$ cat src/rtl/alu_share_ctrl.sv
// Two-client round-robin sequencer for an external combinational ALU.
// Each operation is one IDLE handshake, one EXEC cycle and a RESP hold until accepted.
module alu_share_ctrl #(
    parameter int W   = 4,
    parameter int OPW = 3
) (
    input  logic           clk,
    input  logic           rst_n,
    input  logic [1:0]     req_valid,
    output logic [1:0]     req_ready,
    input  logic [W-1:0]   req_a0,
    input  logic [W-1:0]   req_b0,
    input  logic [OPW-1:0] req_op0,
    input  logic [W-1:0]   req_a1,
    input  logic [W-1:0]   req_b1,
    input  logic [OPW-1:0] req_op1,
    output logic [1:0]     resp_valid,
    input  logic [1:0]     resp_ready,
    output logic [W-1:0]   resp_result,
    output logic           resp_carry,
    output logic           resp_zero,
    output logic [W-1:0]   alu_a,
    output logic [W-1:0]   alu_b,
    output logic [OPW-1:0] alu_op,
    input  logic [W-1:0]   alu_result,
    input  logic           alu_carry,
    input  logic           alu_zero,
    output logic           busy
);
    localparam logic [1:0] IDLE = 2'd0;
    localparam logic [1:0] EXEC = 2'd1;
    localparam logic [1:0] RESP = 2'd2;

    logic [1:0]     state_q, state_d;
    logic           last_id_q, last_id_d;
    logic           cur_id_q, cur_id_d;
    logic [W-1:0]   alu_a_q, alu_a_d, alu_b_q, alu_b_d;
    logic [OPW-1:0] alu_op_q, alu_op_d;
    logic [1:0]     resp_valid_q, resp_valid_d;
    logic [W-1:0]   resp_result_q, resp_result_d;
    logic           resp_carry_q, resp_carry_d;
    logic           resp_zero_q, resp_zero_d;
    logic           grant;

    // On contention the requester that did not win last time goes next.
    always_comb begin
        if (req_valid == 2'b11) grant = ~last_id_q;
        else                    grant = req_valid[1];
    end

    assign req_ready = (state_q == IDLE) ? (req_valid & (grant ? 2'b10 : 2'b01)) : 2'b00;

    always_comb begin
        state_d       = state_q;
        last_id_d     = last_id_q;
        cur_id_d      = cur_id_q;
        alu_a_d       = alu_a_q;
        alu_b_d       = alu_b_q;
        alu_op_d      = alu_op_q;
        resp_valid_d  = resp_valid_q;
        resp_result_d = resp_result_q;
        resp_carry_d  = resp_carry_q;
        resp_zero_d   = resp_zero_q;
        case (state_q)
            IDLE: begin
                if (|req_ready) begin
                    alu_a_d   = grant ? req_a1  : req_a0;
                    alu_b_d   = grant ? req_b1  : req_b0;
                    alu_op_d  = grant ? req_op1 : req_op0;
                    cur_id_d  = grant;
                    last_id_d = grant;
                    state_d   = EXEC;
                end
            end
            EXEC: begin
                resp_result_d = alu_result;
                resp_carry_d  = alu_carry;
                resp_zero_d   = alu_zero;
                resp_valid_d  = cur_id_q ? 2'b10 : 2'b01;
                state_d       = RESP;
            end
            RESP: begin
                if (resp_ready[cur_id_q]) begin
                    resp_valid_d = 2'b00;
                    state_d      = IDLE;
                end
            end
            default: begin
                resp_valid_d = 2'b00;
                state_d      = IDLE;
            end
        endcase
    end

    always_ff @(posedge clk or negedge rst_n) begin
        if (!rst_n) begin
            state_q       <= IDLE;
            last_id_q     <= 1'b1;
            cur_id_q      <= 1'b0;
            alu_a_q       <= '0;
            alu_b_q       <= '0;
            alu_op_q      <= '0;
            resp_valid_q  <= 2'b00;
            resp_result_q <= '0;
            resp_carry_q  <= 1'b0;
            resp_zero_q   <= 1'b0;
        end else begin
            state_q       <= state_d;
            last_id_q     <= last_id_d;
            cur_id_q      <= cur_id_d;
            alu_a_q       <= alu_a_d;
            alu_b_q       <= alu_b_d;
            alu_op_q      <= alu_op_d;
            resp_valid_q  <= resp_valid_d;
            resp_result_q <= resp_result_d;
            resp_carry_q  <= resp_carry_d;
            resp_zero_q   <= resp_zero_d;
        end
    end

    assign alu_a       = alu_a_q;
    assign alu_b       = alu_b_q;
    assign alu_op      = alu_op_q;
    assign resp_valid  = resp_valid_q;
    assign resp_result = resp_result_q;
    assign resp_carry  = resp_carry_q;
    assign resp_zero   = resp_zero_q;
    assign busy        = (state_q != IDLE);
endmodule
$ cat config.mk
export PLATFORM = sky130hd
export DESIGN_NAME = alu_share_ctrl
export DESIGN_NICKNAME = d
export VERILOG_FILES = /design/src/rtl/alu_share_ctrl.sv
export SDC_FILE = /design/constraint.sdc
export NUM_CORES = 1
export LEC_CHECK = 0
export ABC_CLOCK_PERIOD_IN_PS = 2950
export CORE_MARGIN = 3
export CORE_UTILIZATION = 42
export DETAILED_ROUTE_END_ITERATION = 8
export PLACE_DENSITY = 0.95
export SKIP_CTS_REPAIR_TIMING = 1
export SYNTH_ARGS = -nofsm -noshare
export SYNTH_HDL_FRONTEND = slang
export SYNTH_SLANG_ARGS = --single-unit
$ cat constraint.sdc
create_clock -name clk -period 2.95 [get_ports clk]
set_input_delay 0.885 -clock clk [delete_from_list [all_inputs] [get_ports clk]]
set_output_delay 0.885 -clock clk [all_outputs]
set_load 0.005 [all_outputs]
Word level (Yosys, flattened, before mapping)
Index checks and enable logic that the tools add are counted.
{"block": "totals", "ff_bits": 23, "inputBits": 34, "output_inout_bits": 22, "word_cells": 38}
{"block": "op_classes", "n_lt_le_gt_ge": 1, "n_eq_ne": 5, "muxes": 13, "bitwise_logic": 3, "n_reduce_logical": 6}
{"op": "case mux 2 bit (3 select lines)", "count": 2}
{"op": "two-way mux 2 bit", "count": 5}
{"op": "two-way mux 4 bit", "count": 2}
{"op": "AND reduction 2 bit", "count": 3}
{"op": "== test 2 bit (second input constant)", "count": 2}
{"op": "two-way mux 1 bit", "count": 3}
{"op": "two-way mux 3 bit", "count": 1}
{"op": "AND 2 bit", "count": 1}
{"op": "== test 2 x 1 -> 1 bit (second input constant)", "count": 1}
{"op": "zero test 2 bit", "count": 1}
{"op": "< comparator 1 x 2 -> 1 bit (second input constant)", "count": 1}
{"op": "!= test 2 x 1 -> 1 bit (second input constant)", "count": 1}
{"op": "!= test 2 bit (second input constant)", "count": 1}
{"op": "inverter 1 bit", "count": 2}
{"op": "nonzero test 2 bit", "count": 1}
{"op": "OR reduction 2 bit", "count": 1}

Logic depth before layout (Yosys ltp)
{"block": "logic_depth", "ltp_word": 8, "mapped_depth": 5, "ltp_nobuf": 3}

Least setup slack after synthesis
Ideal clock, no wire load.
{"block": "synth_timing", "kind": "input to output", "start": "input req_valid[1]", "end": "output req_ready[1]", "t_arrival_ps": 1490, "required_time_ps": 2065, "setup_slack_ps": 575, "path_stages": 3, "path_buffers": 1, "cell_sequence": "a21bo_2 -> buf_6 -> nor3_1"}
{"block": "synth_between", "elab_chain_cells": 5}
{"element": "start: declaration", "line_no": "9", "source": "input logic [1:0] req_valid,"}
{"element": "== test 2 bit", "line_no": "47", "source": "if (req_valid == 2'b11) grant = ~last_id_q;"}
{"element": "two-way mux 1 bit", "line_no": "47"}
{"element": "two-way mux 2 bit", "line_no": "51", "source": "assign req_ready = (state_q == IDLE) ? (req_valid & (grant ? 2'b10 : 2'b01)) : 2'b00;"}
{"element": "AND 2 bit *", "line_no": "51"}
{"element": "two-way mux 2 bit *", "line_no": "51"}
{"element": "end: declaration", "line_no": "10", "source": "output logic [1:0] req_ready,"}
Mark *: on every way between the ends. The rest lies on a longest branch, timed or not.

Final worst setup path
{"block": "layout_timing", "start": "input req_valid[0]", "end": "output req_ready[0]"}
The elaborated chain is that of the path after synthesis.

==> impl_metrics.toml <==
[status]
status = "finished, final reports clean"

[placed_design]
dpl-instance-area_mm2 = 0.00168
io_buffers = 55
place.gp.congestion = 0.696
hpwl_mm = 1.87
placed_cells = 159

[grt]
grt_pass1_wl_mm = 3.68
grt_antenna_before_repair = 0
grt_max_degree = 13
grt_pass1_vias = 826
grt-ovfl-total = 0
track_usage_pct = 14.6

[critical_path]
cp_cell_sequence = "dlymetal6s2s_1 -> a21bo_4 -> and3_1 -> clkdlybuf4s50_1"
slowest_delay_ps = 440
cp_max_fo = 3
crit_arrival_ps = 1870
endpoint_kind = "output port"
cpMaxStageDelayCell = "clkdlybuf4s50_1"
reg2reg_slack_ps = 1320
cp-start-kind = "input pin"
crit_type = "in -> out"
cp.depth = 4
reg2regPathDepth = 4
crit_required_ps = 2070
critPathTopFamily = "buffers and inverters"
reg2reg_from = "last_id_q"
critPathBufInv = 2
reg2reg_to = "alu_op[1]"

[final_layout]
drive_gt1_share_pct = 30.9
diodes = 0
final_cell_area_mm2 = 0.00174
final_cell_mix = "52 x clkdlybuf4s50_1, 22 x dfrtp_1, 20 x mux2_2"
instances_no_fill = 164
areaGrowthSynthToFinish_pct = 60.8
nets = 171
final_common_cell = "clkdlybuf4s50_1"
final_core_util_pct = 75.0

[floorplan]
die_h_um = 56.7
coreArea_mm2 = 0.00232
start_util_pct = 46.6
die_area_mm2 = 0.00322
rows = 17
ios = 56
die_width_um = 56.7

[timing]
hold_viol = 0
slew_headroom_pct = 66.1
min_period_over_period_pct = 93.2
setup_violations = 0
finClkSkew_ps = 2.62
tns_ps = 0
drv_slew = 0
final.min_clock_period_ps = 2750
tightest_slew_ps = 507
rsz0062_at_grt = "false"
max_freq_ghz = 0.364

[detailed_routing]
drt-total-wl_mm = 2.32
detail-route-antenna-nets = 0
vias = 797
viasPerCell = 4.86
drt_iter0_drc = 2
drc = 0
first_pass_iters = 4
drt-wirelength-per-cell_um = 14.2

[synth]
ys.flop_type = "dfrtp_1"
ys_async_sr_fraction_pct = 100
ys_seq_area_share_pct = 53.4
ys_types = 23
syn-num-nets = 109
yosys_warnings = 0
synth_edf_count = 0
synth_seq_cells = 23
syn_area_mm2 = 0.00108
avgSynthCellArea_um2 = 14.4
syn_inst = 75

[clock_network]
clock_path_buffers = 2
htree_levels = 1
numClockSinks = 23
cts_root_buf = "clkbuf_4"
clk_latency_ps = 300
cts_tree = "built"
path_clk_slew_ps = 110
cts_buffers = 3

[hold_path]
hold_path_depth = 1
hp-start = "alu_op[0]"
hold_path.class = "reg -> reg"
hold_end = "alu_op[0]"

[run]
cap_violations = 0

[power]
p_leak_nw = 0.784
ir_drop_uv = 640
finalPower_mw = 1.52
p_per_area_mw_per_mm2 = 877
## registers in the layout, summed over array words and instances (netlist names)
signal	cells
resp_carry	1
resp_valid	2
alu_b	4
resp_zero	1
cur_id_q	1
last_id_q	1
resp_result	4
alu_op	3
alu_a	4
state_q	2
## worst register-to-register path, cell delays in order (launching register included)
cell	delay (ps)
dfstp_2	570
a21bo_4	130
buf_4	210
mux2_2	360
mux2_2	260
## worst max path at each step
stage / end / slack (ps) / start
floorplan: req_ready[1] / 580 / req_valid[1]
global placement: req_ready[1] / -250 / req_valid[1]
detailed placement: req_ready[1] / -290 / req_valid[1]
CTS: req_ready[1] / -300 / req_valid[1]
global route: req_ready[0] / 160 / req_valid[1]
finish: req_ready[0] / 200 / req_valid[0]
## per-layer routing
layer,GRT usage (%),vias up,wire length [um]
met1,16.4,369,911
met5,0,-,0
li1,-,388,-
met2,25.1,36,1170
met4,3.97,0,17
met3,6.44,4,228
## per-stage QoR
step | worst slack (ps) | hold slack (ps)
6_report | 199 | 515
5_1_grt | 162 | 538
4_1_cts | -296 | 520
3_5_place_dp | -287 | 498
3_3_place_gp | -255 | 486
2_1_floorplan | 575 | 500
## power breakdown
group / internal, mW / switching [mW]
Sequential: 0.483 / 0.119
Combinational: 0.539 / 0.246
Clock: 0.0527 / 0.0850
Total: 1.07 / 0.450
## cells in the mapped netlist, types with 2 or more instances
master     instances  area share (%)
a21bo_2            2             1.9
mux2i_1            2             1.9
dfrtp_1           22              51
o2bb2ai_1          2             1.6
inv_1              3             1.0
mux2_2            20              21
mux2_4             8              11
## cell families after synthesis
logic type,synth area share (%)
buffers and inverters,3.36
DFF,53.4
AOI/OAI and AO/OA,6.37
muxes,33.8
and+or+nand+nor,3.13
## area by class of cell
class                   instances  area [um2]
fillers                       141         581
repair buffers                 61         603
well taps                      28        35.0
multi-input cells              45         485
flip-flops and latches         23         577
inverters                       3        11.3
clock buffers                   4        26.3
No activity file was read; power rests on OpenSTA's default activity.
